### src/rtl/mod_chain.sv
// rtl/mod_chain.sv - cascaded up/down modulo-MOD digit counter with look-ahead carry/borrow
// Digit i steps only when every lower digit sits at its terminal value (MOD-1 up, 0 down).
module mod_chain #(
   parameter int MOD    = 10,
   parameter int DIGITS = 4
) (
   input  logic                            clk,
   input  logic                            rst_n,
   input  logic                            cen,
   input  logic                            up,
   input  logic                            clr,
   input  logic                            load,
   input  logic [DIGITS*$clog2(MOD)-1:0]   load_val,
   output logic [DIGITS*$clog2(MOD)-1:0]   q,
   output logic                            sync_ovf,
   output logic                            wrap,
   output logic                            is_zero
);

   localparam int               WIDTH = $clog2(MOD);
   localparam logic [WIDTH-1:0] MAX_D = WIDTH'(MOD - 1);
   localparam logic [WIDTH-1:0] ONE_D = WIDTH'(1);
   localparam logic [WIDTH:0]   MOD_W = (WIDTH + 1)'(MOD);

   logic [WIDTH-1:0]  digit_q [DIGITS];
   logic [WIDTH-1:0]  digit_d [DIGITS];
   logic [WIDTH-1:0]  field;
   logic [DIGITS-1:0] step_up;
   logic [DIGITS-1:0] step_dn;
   logic              all_max;
   logic              all_zero;
   logic              wrap_q;

   // Enables come from current register values only, so all digits move on one edge.
   always_comb begin
      all_max  = 1'b1;
      all_zero = 1'b1;
      step_up  = '0;
      step_dn  = '0;
      for (int i = 0; i < DIGITS; i++) begin
         step_up[i] = all_max;
         step_dn[i] = all_zero;
         all_max    = all_max  & (digit_q[i] == MAX_D);
         all_zero   = all_zero & (digit_q[i] == '0);
      end
   end

   assign sync_ovf = cen & ~clr & ~load & (up ? all_max : all_zero);
   assign is_zero  = all_zero;
   assign wrap     = wrap_q;

   always_comb begin
      field = '0;
      for (int i = 0; i < DIGITS; i++) begin
         digit_d[i] = digit_q[i];
         if (clr) begin
            digit_d[i] = '0;
         end else if (load) begin
            // Out-of-range load fields clamp so no digit ever holds a value >= MOD.
            field      = load_val[i*WIDTH +: WIDTH];
            digit_d[i] = ({1'b0, field} >= MOD_W) ? MAX_D : field;
         end else if (cen) begin
            if (up && step_up[i]) begin
               digit_d[i] = (digit_q[i] == MAX_D) ? '0 : digit_q[i] + ONE_D;
            end else if (!up && step_dn[i]) begin
               digit_d[i] = (digit_q[i] == '0) ? MAX_D : digit_q[i] - ONE_D;
            end
         end
      end
   end

   always_ff @(posedge clk or negedge rst_n) begin
      if (!rst_n) begin
         for (int i = 0; i < DIGITS; i++) digit_q[i] <= '0;
         wrap_q <= 1'b0;
      end else begin
         for (int i = 0; i < DIGITS; i++) digit_q[i] <= digit_d[i];
         wrap_q <= sync_ovf;
      end
   end

   always_comb begin
      q = '0;
      for (int i = 0; i < DIGITS; i++) q[i*WIDTH +: WIDTH] = digit_q[i];
   end

endmodule

### config.mk
export PLATFORM = sky130hd
export DESIGN_NAME = mod_chain
export DESIGN_NICKNAME = d
export VERILOG_FILES = /design/src/rtl/mod_chain.sv
export SDC_FILE = /design/constraint.sdc
export NUM_CORES = 1
export LEC_CHECK = 0
export ABC_CLOCK_PERIOD_IN_PS = 2460
export BUFFER_PORTS_ARGS = -buffer_cell sky130_fd_sc_hd__buf_2
export CORE_MARGIN = 2
export CORE_UTILIZATION = 51
export CTS_BUF_LIST = sky130_fd_sc_hd__clkbuf_4 sky130_fd_sc_hd__clkbuf_8
export DETAILED_ROUTE_END_ITERATION = 8
export PLACE_DENSITY_LB_ADDON = 0.05
export SLEW_MARGIN = 10
export SYNTH_ARGS = -nofsm -noshare
export SYNTH_HDL_FRONTEND = slang
export SYNTH_SLANG_ARGS = --single-unit
### constraint.sdc
create_clock -name clk -period 2.46 [get_ports clk]
set_input_delay 0.123 -clock clk [delete_from_list [all_inputs] [get_ports clk]]
set_output_delay 0.123 -clock clk [all_outputs]
set_load 0.02 [all_outputs]
==> metrics.txt, run 1 <==
diode insertion count for antenna repair=0; global-route wire length before repair=8542 um; Sequential Power Share=35.3%; Iter 0 DRT Violations=163; reg-to-reg slack, setup=230 ps; largest net degree at the start of global routing=19; Comb pwr share=40.5%; slew margin rel.=68.73%; share of power burned in the clock network=24.2%; nature of the critical path endpoint=output pin; I/O pin total=41; Core Area=0.003606 mm^2; Synth Area in Compound Gates=31.40%; share of the cycle needed by the critical path after routing=95.45%; max-cap viol count=0; standby leakage power=1.024 nW; top area cells in the synthesized netlist=sky130_fd_sc_hd__dfrtp_1 23%, sky130_fd_sc_hd__ha_1 10%, sky130_fd_sc_hd__a21oi_1 4.0%, sky130_fd_sc_hd__inv_1 3.6%, sky130_fd_sc_hd__nand2_1 2.8%; Async SR Flop Fraction=100.0%; cell types with the highest counts after synthesis=18 x sky130_fd_sc_hd__inv_1, 17 x sky130_fd_sc_hd__dfrtp_1, 15 x sky130_fd_sc_hd__a21oi_1, 15 x sky130_fd_sc_hd__ha_1; startpoint type of the worst setup path=register; Avg Vias per Cell=5.937; Skew-Pair Late Insertion Delay=260 ps; maximum ir drop on the vdd rail=0.0002806 V; simple-gate area share of the yosys netlist=21.69%; largest clock skew in the final design=5.522 ps; Clock Pin Slew Worst Setup and Hold Paths=80 ps; count of cell types in the netlist=61; Synth top area share=22.62%; path type of the worst min-delay path=input pin to register; maximum fanout count along the critical path=8; share of the core filled with cells in the final layout=62.84%; TritonCTS clock tree=built; ys flop type=sky130_fd_sc_hd__dfrtp_1; Inst Count DP=313; total gr overflow=0; y dimension of the die=64.73 um; post-route setup slack=112.0 ps; Internal=0.0006050 W; cell type with the largest total area after synthesis=sky130_fd_sc_hd__dfrtp_1; remaining design rule violation count=0; final critical delay including setup and external delays=2348 ps; Cell Rows=22; number of vias in the routed layout=1888; starting utilization of the core area=52.15%; share of synthesized cell area in full adder, half adder and majority cells=9.980%; register bit count reported by yosys=17; Clock Tree Root=sky130_fd_sc_hd__clkbuf_8; port bufs=40; dominant combinational cell family by area after synthesis=compound AO/OA/AOI/OAI gates; overall die area=0.004189 mm^2; post-synthesis sequential area ratio=22.62%; signal arrival time at the worst endpoint=2220 ps; fraction of final layout cells sized beyond drive strength 1=28.89%; Synth Area per Inst=8.358 um^2; area added between synthesis and finish=20.49%; Data required, critical path=2340 ps; Setup Total Neg Slack=0 ps; fraction of power spent switching nets=37.99%; Yosys warning count=0; areal power density over the cells=430.6 mW/mm^2; outcome=completed; Mapped Nets=262; number of failing setup endpoints in the final timing report=0; share of synthesized area spent on multiplexers=5.123%; cell with the most instances after synthesis=sky130_fd_sc_hd__inv_1; final weighted congestion in routability-driven placement=0.8866; Max clock buf depth=2; nets=308; xor/xnor cell area share of the yosys netlist=1.397%; number of optimization iterations in the first detailed-route pass=4; transition time at the pin with the least slew margin=465.4 ps; mean routed wirelength per cell=16.07 um; worst-case setup slack after placement=165.6 ps; number of buffers inserted during clock tree synthesis=3; critical path type=register to output pin; number of H-tree levels=1; count of endpoints failing hold in the final timing report=0; cell area after technology mapping=0.001881 mm^2; Post-Route WL=5109 um; via count of the first global-routing pass=1761; final slew viol count=0; number of antenna violations at the first check in global routing=0; width of the die=64.73 um; final cell count without fillers=318; clock sink count=17; Max Fclk=425.9 MHz; Fin Hold WS=108.3 ps; Switching Power=0.0003706 W; Post-Synthesis Cells=225; number of routed nets with antenna violations=0; post-DP HPWL=3588 um; aggregate global-route resource usage=25.95%; fill cell instance count of the final layout=336; count of flip-flops with a built-in enable after synthesis=0; number of buffers inserted by post-CTS setup repair=0
power by group through the flow:
| stage | combinational (W) | clock [W] | sequential [W] |
|---|---|---|---|
| 2_1_floorplan | 0.000242 | 0 | 0.000362 |
| 3_3_place_gp | 0.000384 | 0 | 0.000347 |
| 3_5_place_dp | 0.000384 | 0 | 0.000346 |
| 4_1_cts | 0.000389 | 0.000241 | 0.000340 |
| 5_1_grt | 0.000439 | 0.000253 | 0.000350 |
| 6_report | 0.000395 | 0.000236 | 0.000344 |
area by class of cell:
class | count | area (um^2) | share of cell area, %
clock buffer | 4 | 48.80 | 2.154
multi-input combinational | 175 | 1340 | 59.14
timing repair buffer | 56 | 322.8 | 14.25
tap | 48 | 60.06 | 2.650
inverter | 18 | 67.56 | 2.982
sequential | 17 | 426.7 | 18.83
layout by cell type, fill, tap and decap left out, types with 5 or more instances in the layout:
master,n
sky130_fd_sc_hd__a21oi_1,15
sky130_fd_sc_hd__buf_2,40
sky130_fd_sc_hd__buf_4,15
sky130_fd_sc_hd__dfrtp_1,16
sky130_fd_sc_hd__ha_1,13
sky130_fd_sc_hd__inv_1,18
sky130_fd_sc_hd__nand2_1,14
sky130_fd_sc_hd__nand3_1,6
sky130_fd_sc_hd__nor2_1,14
sky130_fd_sc_hd__nor3_1,8
sky130_fd_sc_hd__o21ai_0,9
sky130_fd_sc_hd__o31ai_1,5
worst max-delay path, cell delays in order, from the launching register on:
cell,delay (ps)
sky130_fd_sc_hd__dfrtp_1,380
sky130_fd_sc_hd__inv_1,120
sky130_fd_sc_hd__ha_2,220
sky130_fd_sc_hd__nand3b_1,120
sky130_fd_sc_hd__or3_4,410
sky130_fd_sc_hd__buf_4,180
sky130_fd_sc_hd__o22ai_1,150
sky130_fd_sc_hd__and3_1,210
sky130_fd_sc_hd__buf_2,180
metrics by stage:
stage                      power, W  instance area, um^2
final                     0.0009756                 2266
after global routing       0.001042                 2266
after CTS                 0.0009699                 2233
after detailed placement  0.0007303                 2175
after global placement    0.0007303                 2175
after floorplan           0.0006044                 1881
worst paths after layout:
path / start / to / depth (start not counted)
setup reg to reg: q[0]$_DFFE_PN0P_ / q[13]$_DFFE_PN0P_ / 7
min in group asynchronous: rst_n / q[9]$_DFFE_PN0P_ / 2
setup / recovery: q[5]$_DFFE_PN0P_ / sync_ovf / 8
hold / removal: load_val[5] / q[5]$_DFFE_PN0P_ / 3
max in group asynchronous: rst_n / q[0]$_DFFE_PN0P_ / 2
hold reg to reg: q[8]$_DFFE_PN0P_ / q[8]$_DFFE_PN0P_ / 2
metal layers:
metal / routed length [um] / up-vias / GRT usage, % / share of wire, %
li1: - / 946 / - / -
met5: 0 / - / 0 / 0
met2: 2457 / 60 / 42.78 / 48
met3: 223 / 4 / 4.514 / 4.4
met4: 36 / 0 / 6.915 / 0.70
met1: 2392 / 878 / 34.96 / 47
registers in the layout, summed over array words and instances, names as in the netlist:
signal	cells
wrap	1
q	16
repair_timing:
action	in CTS	in global routing
hold endpoints to repair	17	0
hold buffers	1	0
endpoints found under the setup margin	0	4
gates resized for setup	0	7
cell families after synthesis:
logic type,count (synthesis)
xor+xnor,3
fa+ha+maj,15
buf+inv,33
simple gates,72
mux,8
flops,17
compound gates,77
Note: power is estimated with default switching activity, not from simulation.
==> run 2: changes to the inputs <==
--- a/config.mk
+++ b/config.mk
@@ -7,7 +7,7 @@
 export LEC_CHECK = 0
 export ABC_CLOCK_PERIOD_IN_PS = 2460
 export BUFFER_PORTS_ARGS = -buffer_cell sky130_fd_sc_hd__buf_2
-export CORE_MARGIN = 2
+export CORE_MARGIN = 8
 export CORE_UTILIZATION = 51
 export CTS_BUF_LIST = sky130_fd_sc_hd__clkbuf_4 sky130_fd_sc_hd__clkbuf_8
 export DETAILED_ROUTE_END_ITERATION = 8
==> run 2 against run 1 <==
Effect of this change:
- core utilization fell by 0.28 points
- critical path depth fell by 2
- sequential cell count did not move
- die area rose by 41%
- critical endpoint unchanged
==> metrics.txt, run 2 (synthesis gave the netlist of run 1 again) <==
largest net degree at the start of global routing=19; post-DP HPWL=3852 um; total gr overflow=0; Cell Rows=22; post-placement cell area=0.002182 mm^2; Max Fclk=424.4 MHz; TritonCTS clock tree=built; Avg Vias per Cell=5.931; slew margin rel.=69.71%; starting utilization of the core area=52.15%; most frequent standard cell in the layout excluding fill and tap cells=sky130_fd_sc_hd__buf_2; Post-Route WL=5261 um; via count of the first global-routing pass=1860; fraction of final layout cells sized beyond drive strength 1=28.04%; Comb pwr share=40.9%; number of flip-flops under the largest register name=16; area added between synthesis and finish=19.96%; nature of the critical path endpoint=output pin; Skew-Pair Late Insertion Delay=260 ps; Inst Count DP=314; Iter 0 DRT Violations=108; number of vias in the routed layout=1892; number of buffers inserted during clock tree synthesis=3; number of buffers inserted by post-CTS setup repair=0; Data required, critical path=2340 ps; y dimension of the die=76.73 um; final cell count without fillers=319; number of failing setup endpoints in the final timing report=0; footprint of the flip-flops and latches=425.4 um^2; Clock Pin Slew Worst Setup and Hold Paths=70 ps; number of routed nets with antenna violations=0; final slew viol count=0; clock sink count=17; largest clock skew in the final design=2.396 ps; area occupied by multi-input gates=0.001324 mm^2; Sequential Power Share=34.6%; Final Cell Area=0.002256 mm^2; leading cell types in the layout, fill and taps excluded=40 x sky130_fd_sc_hd__buf_2, 18 x sky130_fd_sc_hd__inv_1, 17 x sky130_fd_sc_hd__dfrtp_1; max-cap viol count=0; share of the cycle needed by the critical path after routing=95.79%; width of the die=76.73 um; remaining design rule violation count=0; final weighted congestion in routability-driven placement=0.8646; share of power burned in the clock network=24.5%; fraction of power spent switching nets=38.13%; transition time at the pin with the least slew margin=451.0 ps; maximum ir drop on the vdd rail=0.0002962 V; share of the core filled with cells in the final layout=62.56%; number of optimization iterations in the first detailed-route pass=4; diode insertion count for antenna repair=0; outcome=completed; Core Area=0.003606 mm^2; nets=309; startpoint type of the worst setup path=register; count of endpoints failing hold in the final timing report=0; overall die area=0.005887 mm^2; critical path type=register to output pin; fill cell instance count of the final layout=349; Clock Tree Root=sky130_fd_sc_hd__clkbuf_8; Fin Hold WS=110.4 ps; global-route wire length before repair=9142 um; mean routed wirelength per cell=16.49 um; I/O pin total=41; Setup Total Neg Slack=0 ps; standby leakage power=1.028 nW; aggregate global-route resource usage=18.33%; final critical delay including setup and external delays=2356 ps; path type of the worst min-delay path=input pin to register; Max clock buf depth=2; Internal=0.0006047 W; number of antenna violations at the first check in global routing=0; setup repair after global routing missed its margin=no; number of H-tree levels=1; port bufs=40; signal arrival time at the worst endpoint=2230 ps; areal power density over the cells=433.2 mW/mm^2; maximum fanout count along the critical path=9; Switching Power=0.0003726 W
## run 2: worst paths after layout
path | from | slack [ps] | depth (start not counted) | end
min in group asynchronous | rst_n | 330 | 2 | q[12]$_DFFE_PN0P_
worst max-delay path | q[0]$_DFFE_PN0P_ | 100 | 6 | sync_ovf
worst min-delay path | load_val[1] | 110 | 3 | q[1]$_DFFE_PN0P_
max in group asynchronous | rst_n | 1830 | 2 | q[6]$_DFFE_PN0P_
worst min register to register | q[8]$_DFFE_PN0P_ | 620 | 2 | q[8]$_DFFE_PN0P_
worst max register to register | q[0]$_DFFE_PN0P_ | 210 | 7 | q[14]$_DFFE_PN0P_
## run 2: per-layer routing
metal	GRT usage [%]	routed length [um]	vias to the layer above
met5	0	0	-
met2	29.48	2421	38
met4	5.577	59	0
li1	-	-	944
met3	3.147	217	5
met1	24.22	2563	905
## run 2: power groups by stage
stage          Combinational [W]  Clock (W)  Sequential (W)
6_report                0.000400   0.000239        0.000338
5_1_grt                 0.000447   0.000252        0.000342
3_3_place_gp            0.000392          0        0.000341
2_1_floorplan           0.000242          0        0.000362
4_1_cts                 0.000396   0.000242        0.000337
3_5_place_dp            0.000393          0        0.000342
## run 2: timing repair
action / in CTS / in global routing
resized for setup: 0 / 3
endpoints found under the setup margin: 0 / 3
hold buffers: 1 / 0
hold endpoints to repair: 17 / 0
## run 2: critical path, stage by stage (launching register included)
cell and delay (ps):
sky130_fd_sc_hd__dfrtp_1 480, sky130_fd_sc_hd__ha_2 290, sky130_fd_sc_hd__nand4b_4 110, sky130_fd_sc_hd__or3_1 460, sky130_fd_sc_hd__o22ai_1 190, sky130_fd_sc_hd__and3_1 250, sky130_fd_sc_hd__buf_2 190
## run 2: per-stage QoR
| step | power (W) | setup WS [ps] |
|---|---|---|
| final | 0.0009773 | 103.7 |
| after global routing | 0.001041 | 9.521 |
| after CTS | 0.0009750 | 79.52 |
| after detailed placement | 0.0007348 | 205.7 |
| after global placement | 0.0007339 | 220.8 |
| after floorplan | 0.0006044 | 52.41 |
## run 2: area by class of cell
class / instances / share of cell area, %
sequential: 17 / 18.86
timing repair buffer: 57 / 14.64
clock buffer: 4 / 2.163
multi-input combinational: 175 / 58.68
tap: 48 / 2.662
inverter: 18 / 2.995
